$ cat src/rtl/fb_pkg.sv
// Framebuffer-wide constants and types shared by the drawing engines,
// the write arbiter and the VGA read path.
package fb_pkg;

    localparam int FB_WIDTH  = 640;
    localparam int FB_HEIGHT = 480;
    localparam int FB_DEPTH  = FB_WIDTH * FB_HEIGHT;
    localparam int FB_ADDR_W = 19;

    // One framebuffer pixel, 8 bits per channel.
    typedef struct packed {
        logic [7:0] r;
        logic [7:0] g;
        logic [7:0] b;
    } pixel_t;

    // Write-port owner: normal arbitration or the frame-clear sequencer.
    typedef enum logic {
        ARB   = 1'b0,
        CLEAR = 1'b1
    } fb_arb_state_e;

endpackage

$ cat src/rtl/rr_arbiter.sv
// Combinational round-robin picker. The search begins one past the previous
// winner, so the previous winner has the lowest priority this cycle. The
// pointer register is owned by the parent.
module rr_arbiter #(
    parameter int NUM_REQ = 3,
    parameter int IDX_W   = (NUM_REQ > 1) ? $clog2(NUM_REQ) : 1
) (
    input  logic [NUM_REQ-1:0] req,
    input  logic [IDX_W-1:0]   last_grant,
    output logic [NUM_REQ-1:0] grant,
    output logic [IDX_W-1:0]   grant_idx
);

    logic             found;
    logic [IDX_W-1:0] pos;

    // Scan requesters in rotated order and keep only the first valid one.
    always_comb begin
        grant     = '0;
        grant_idx = '0;
        found     = 1'b0;
        pos       = '0;
        for (int k = 1; k <= NUM_REQ; k++) begin
            pos = IDX_W'((int'(last_grant) + k) % NUM_REQ);
            if (!found && req[pos]) begin
                found      = 1'b1;
                grant[pos] = 1'b1;
                grant_idx  = pos;
            end
        end
    end

endmodule

$ cat src/rtl/fb_write_arbiter.sv
// Owner of framebuffer RAM port A. Grants one producer write per cycle in
// round-robin order, drops out-of-range writes with an error pulse, and can
// take over the port to fill the whole frame with a single colour.
module fb_write_arbiter
    import fb_pkg::*;
#(
    parameter int NUM_REQ       = 3,
    parameter int SCREEN_WIDTH  = FB_WIDTH,
    parameter int SCREEN_HEIGHT = FB_HEIGHT
) (
    input  logic                      clk,
    input  logic                      reset_n,
    input  logic [NUM_REQ-1:0]        req_valid,
    input  logic [NUM_REQ*19-1:0]     req_addr,
    input  logic [NUM_REQ*24-1:0]     req_data,
    output logic [NUM_REQ-1:0]        req_ready,
    input  logic                      clear_start,
    input  logic [23:0]               clear_color,
    output logic                      clear_busy,
    output logic                      clear_done,
    output logic                      oob_err,
    output logic [18:0]               ram_addr,
    output logic [23:0]               ram_wdata,
    output logic                      ram_we
);

    localparam int IDX_W = (NUM_REQ > 1) ? $clog2(NUM_REQ) : 1;
    localparam logic [FB_ADDR_W-1:0] LAST_ADDR =
        FB_ADDR_W'(SCREEN_WIDTH * SCREEN_HEIGHT - 1);

    fb_arb_state_e          state_q, state_d;
    logic [IDX_W-1:0]       last_grant_q, last_grant_d;
    logic [FB_ADDR_W-1:0]   clr_cnt_q, clr_cnt_d;
    pixel_t                 clr_color_q, clr_color_d;
    logic [FB_ADDR_W-1:0]   ram_addr_q, ram_addr_d;
    logic [23:0]            ram_wdata_q, ram_wdata_d;
    logic                   ram_we_q, ram_we_d;
    logic                   clear_done_q, clear_done_d;
    logic                   oob_err_q, oob_err_d;

    logic [NUM_REQ-1:0]     grant;
    logic [IDX_W-1:0]       grant_idx;
    logic [FB_ADDR_W-1:0]   sel_addr;
    logic [23:0]            sel_data;

    rr_arbiter #(
        .NUM_REQ (NUM_REQ),
        .IDX_W   (IDX_W)
    ) u_rr (
        .req        (req_valid),
        .last_grant (last_grant_q),
        .grant      (grant),
        .grant_idx  (grant_idx)
    );

    // Route the winning requester's address and pixel to the write path.
    always_comb begin
        sel_addr = '0;
        sel_data = '0;
        for (int i = 0; i < NUM_REQ; i++) begin
            if (grant[i]) begin
                sel_addr = req_addr[i*FB_ADDR_W +: FB_ADDR_W];
                sel_data = req_data[i*24 +: 24];
            end
        end
    end

    // Next-state logic: arbitration, clear sequencing and the registered
    // RAM port contents. Ready is held low while reset is asserted.
    always_comb begin
        state_d      = state_q;
        last_grant_d = last_grant_q;
        clr_cnt_d    = clr_cnt_q;
        clr_color_d  = clr_color_q;
        ram_addr_d   = ram_addr_q;
        ram_wdata_d  = ram_wdata_q;
        ram_we_d     = 1'b0;
        clear_done_d = 1'b0;
        oob_err_d    = 1'b0;
        req_ready    = '0;
        case (state_q)
            ARB: begin
                if (clear_start) begin
                    // A clear wins over any request presented in the same cycle.
                    clr_color_d = clear_color;
                    clr_cnt_d   = '0;
                    state_d     = CLEAR;
                end else if (|grant && reset_n) begin
                    req_ready    = grant;
                    last_grant_d = grant_idx;
                    if (sel_addr <= LAST_ADDR) begin
                        ram_we_d    = 1'b1;
                        ram_addr_d  = sel_addr;
                        ram_wdata_d = sel_data;
                    end else begin
                        oob_err_d = 1'b1;
                    end
                end
            end
            CLEAR: begin
                if (clear_done_q) begin
                    // Trailing cycle after the last fill write; port is handed back next.
                    state_d = ARB;
                end else begin
                    ram_we_d    = 1'b1;
                    ram_addr_d  = clr_cnt_q;
                    ram_wdata_d = clr_color_q;
                    if (clr_cnt_q == LAST_ADDR) begin
                        clr_cnt_d    = '0;
                        clear_done_d = 1'b1;
                    end else begin
                        clr_cnt_d = clr_cnt_q + 1'b1;
                    end
                end
            end
            default: state_d = ARB;
        endcase
    end

    // State and output registers; an asserted reset aborts any clear in flight.
    always_ff @(posedge clk or negedge reset_n) begin
        if (!reset_n) begin
            state_q      <= ARB;
            last_grant_q <= IDX_W'(NUM_REQ - 1);
            clr_cnt_q    <= '0;
            clr_color_q  <= '0;
            ram_addr_q   <= '0;
            ram_wdata_q  <= '0;
            ram_we_q     <= 1'b0;
            clear_done_q <= 1'b0;
            oob_err_q    <= 1'b0;
        end else begin
            state_q      <= state_d;
            last_grant_q <= last_grant_d;
            clr_cnt_q    <= clr_cnt_d;
            clr_color_q  <= clr_color_d;
            ram_addr_q   <= ram_addr_d;
            ram_wdata_q  <= ram_wdata_d;
            ram_we_q     <= ram_we_d;
            clear_done_q <= clear_done_d;
            oob_err_q    <= oob_err_d;
        end
    end

    assign clear_busy = (state_q == CLEAR);
    assign clear_done = clear_done_q;
    assign oob_err    = oob_err_q;
    assign ram_addr   = ram_addr_q;
    assign ram_wdata  = ram_wdata_q;
    assign ram_we     = ram_we_q;

endmodule

$ cat config.mk
export PLATFORM = sky130hd
export DESIGN_NAME = fb_write_arbiter
export DESIGN_NICKNAME = d
export VERILOG_FILES = /design/src/rtl/fb_pkg.sv /design/src/rtl/rr_arbiter.sv /design/src/rtl/fb_write_arbiter.sv
export SDC_FILE = /design/constraint.sdc
export NUM_CORES = 1
export LEC_CHECK = 0
export CELL_PAD_IN_SITES_DETAIL_PLACEMENT = 1
export CELL_PAD_IN_SITES_GLOBAL_PLACEMENT = 2
export CORE_MARGIN = 2
export CORE_UTILIZATION = 26
export DETAILED_ROUTE_END_ITERATION = 6
export HOLD_SLACK_MARGIN = 0.03
export PLACE_DENSITY_LB_ADDON = 0.1
export SLEW_MARGIN = 20
export SYNTH_ARGS = -nofsm -noshare
export SYNTH_HDL_FRONTEND = slang
export SYNTH_SLANG_ARGS = --single-unit
$ cat constraint.sdc
create_clock -name clk -period 3.9 [get_ports clk]
set_input_delay 0.78 -clock clk [delete_from_list [all_inputs] [get_ports clk]]
set_output_delay 0.78 -clock clk [all_outputs]
set_load 0.01 [all_outputs]
==> results.json <==
{
  "synthTopCellsByCount": "91 x dfrtp_1, 73 x a21oi_1, 54 x nand2_1, 48 x nor2_1, 47 x and3_1",
  "regToRegSetupSlack_ps": 420,
  "drv_cap": 0,
  "start_util_pct": 26.5,
  "syn_area_mm2": 0.00555,
  "n_antenna_cell": 0,
  "instances_no_fill": 1088,
  "ys_warn_count": 0,
  "synth_ff_type": "dfrtp_1",
  "tns_ps": 0,
  "regToRegStartpoint": "last_grant_q[0]$_DFFE_PN0P_",
  "nets": 972,
  "clk_path_buf_depth": 2,
  "initialDrtViolationCount": 168,
  "insertion_delay_ps": 340,
  "netSwitchingPower_w": 0.000949,
  "power.total_w": 0.00308,
  "ir_drop_mv": 0.185,
  "ant_nets": 0,
  "dr.pass1.iters": 4,
  "clk_pin_slew_worst_paths_ps": 70,
  "hold_violations": 0,
  "core_mm2": 0.0210,
  "reg2regPathDepth": 14,
  "hold_buffers": 0,
  "path_class": "in -> out",
  "drcViolationCount": 0,
  "r2r-end": "ram_wdata[20]$_DFFE_PN0P_",
  "antenna_found_initial": 0,
  "yosys.area.top_type_share_pct": 41.0,
  "clockRootBuffer": "clkbuf_16",
  "cts_buffers": 9,
  "final_core_util_pct": 39.5,
  "dieArea_mm2": 0.0225,
  "power-per-cell-area_mw_per_mm2": 373,
  "grt_overflow": 0,
  "yosysTopAreaCell": "dfrtp_1",
  "synthMostInstantiatedCell": "dfrtp_1",
  "placementRows": 53,
  "post_drt_wl_per_cell_um": 18.7,
  "io_pins": 209,
  "slew_violations": 0,
  "cellInternalPower_w": 0.00213,
  "die_h_um": 150,
  "dp.cells": 1071,
  "ys_seq_area_share_pct": 41.5,
  "crit_top_cell": "clkdlybuf4s50_1",
  "slowest_delay_ps": 560,
  "place_congestion": 0.829,
  "drive_gt1_share_pct": 11.9,
  "finalWirelength_mm": 20.3,
  "grt_pass1_wl_mm": 31.5,
  "synthTopCellsByArea": "dfrtp_1 41%, mux2i_1 7.0%, mux2_2 6.7%",
  "synth_nets": 772,
  "syn_avg_cell_area_um2": 9.13,
  "max_freq_mhz": 265,
  "cts.sinks": 92,
  "cp-start-kind": "primary input",
  "chipWidth_um": 150,
  "p_leak_nw": 3.77,
  "worstMarginPinSlew_ps": 776,
  "cp_slowest_cell": "clkdlybuf4s50_1",
  "post-dp-hpwl_mm": 15.6,
  "fin_skew_ps": 9.96,
  "cts_tree": "built",
  "fin_crit_sh_pct": 96.6,
  "synth_cell_types": 48,
  "swShare_pct": 30.8,
  "grt_max_degree": 70,
  "hp-class": "in -> async",
  "maxSlewHeadroom_pct": 48.2,
  "rsz0062_at_grt": "false",
  "worstPathArrival_ps": 2990,
  "timing.critical_path.fanout_max": 9,
  "cts.htree.levels": 3,
  "area_growth_syn_to_layout_pct": 49.1,
  "synth_enable_flop_cells": 0,
  "vias_per_cell": 4.82,
  "status": "completed",
  "async_reset_ff_share_pct": 100,
  "finalSetupViolations": 0,
  "power_frac_comb_pct": 30.2,
  "end_kind": "output port",
  "grt_pass1_vias": 5688,
  "path_delay_family": "buffers and inverters",
  "worstPathCellList": "clkdlybuf4s50_1 > mux2i_1 > o22a_2 > o2111a_2 > or2_4 > o211ai_4 > nor2_2 > clkdlybuf4s50_1",
  "grt_util_all_layers_pct": 18.2,
  "cp.required_ps": 3120,
  "synth-seq-cells": 92,
  "p_clk_share_pct": 29.2,
  "vias": 5239,
  "power.share.sequential_pct": 40.6,
  "critPathBufInv": 2,
  "io_buffer_count": 208,
  "syn_inst": 608,
  "period_minus_slack_ps": 3770
}
[power by group through the flow]
stage / Sequential, W / Clock (W) / Combinational (W)
6_report: 0.00125 / 0.000900 / 0.000931
4_1_cts: 0.00126 / 0.000931 / 0.000940
3_3_place_gp: 0.00126 / 0 / 0.000916
5_1_grt: 0.00128 / 0.000972 / 0.00104
2_1_floorplan: 0.00128 / 0 / 0.000410
3_5_place_dp: 0.00127 / 0 / 0.000935
[through the flow]
stage | area, um2 | setup WS, ps | hold WS [ps]
after floorplan | 5550 | 867 | 477
final | 8270 | 132 | 268
after CTS | 8240 | 31.8 | 256
after detailed placement | 7940 | -21.9 | 501
after global placement | 7940 | 128 | 491
after global routing | 8270 | 13.2 | 257
[layout make-up]
cell class	instances	area, um2
Multi-Input combinational cell	433	2890
Fill cell	2450	12700
Clock buffer	9	225
Inverter	40	150
Clock inverter	7	75.1
Tap cell	275	344
Timing Repair Buffer	232	2290
Sequential cell	92	2300
[layer usage]
metal	part of all wire (%)	vias to the layer above	track usage (%)	wire, um
met4	1.0	0	4.06	203
li1	-	2546	-	-
met3	5.8	14	4.76	1180
met2	50	114	31.6	10200
met1	43	2565	22.7	8700
met5	0	-	0	0
[cell families after synthesis]
family | Yosys count | share of synthesized area (%)
multiplexers | 75 | 14.5
buffers and inverters | 83 | 6.81
AND/OR/NAND/NOR | 175 | 15.1
flip-flops | 92 | 41.5
AO/OA/AOI/OAI | 176 | 20.6
adder cells (fa/ha/maj) | 5 | 1.13
XOR/XNOR | 2 | 0.316
[repair_timing]
action	in CTS	in global routing
endpoints found under the setup margin	0	2
resized for setup	0	4
buffers inserted	0	1
[how the worst max path moves through the flow]
stage | start | to | depth (start not counted)
after floorplan | last_grant_q[1]$_DFFE_PN1P_ | req_ready[2] | 9
after global placement | req_valid[2] | ram_wdata[11]$_DFFE_PN0P_ | 13
after detailed placement | req_valid[2] | ram_wdata[20]$_DFFE_PN0P_ | 13
after CTS | req_valid[2] | req_ready[1] | 8
after global routing | req_valid[2] | req_ready[1] | 8
final | req_valid[2] | req_ready[1] | 8
[registers in the layout, indices dropped and copies added, names as in the netlist]
signal and flops:
last_grant_q 2, ram_we 1, clr_cnt_q 19, oob_err 1, ram_addr 19, ram_wdata 24, clear_done 1, clear_busy 1
clr_color_q 24
[cells in the final DEF (no fill, tap or decap), types with 2 or more instances in the layout]
| master | count |
|---|---|
| nor2b_1 | 3 |
| nor3_1 | 5 |
| o21a_1 | 2 |
| nor2_2 | 2 |
| clkinv_4 | 3 |
| dfrtp_1 | 90 |
| nand2_1 | 54 |
| mux2_2 | 33 |
| ha_1 | 4 |
| and3_1 | 47 |
| clkdlybuf4s50_1 | 206 |
| o22ai_2 | 3 |
| o31ai_1 | 2 |
| nor2_1 | 47 |
| clkinv_2 | 2 |
| o211ai_1 | 5 |
| nand3_1 | 5 |
| o21ai_0 | 31 |
| mux2i_1 | 38 |
| o21ai_1 | 2 |
| inv_1 | 40 |
| mux2_4 | 3 |
| xor2_1 | 2 |
| buf_12 | 2 |
| a21oi_1 | 73 |
| a211oi_1 | 36 |
| buf_4 | 23 |
| nand2b_1 | 6 |
| a31oi_1 | 6 |
| a21o_1 | 5 |
| clkbuf_16 | 9 |
Note: power is estimated with default switching activity, not from simulation.
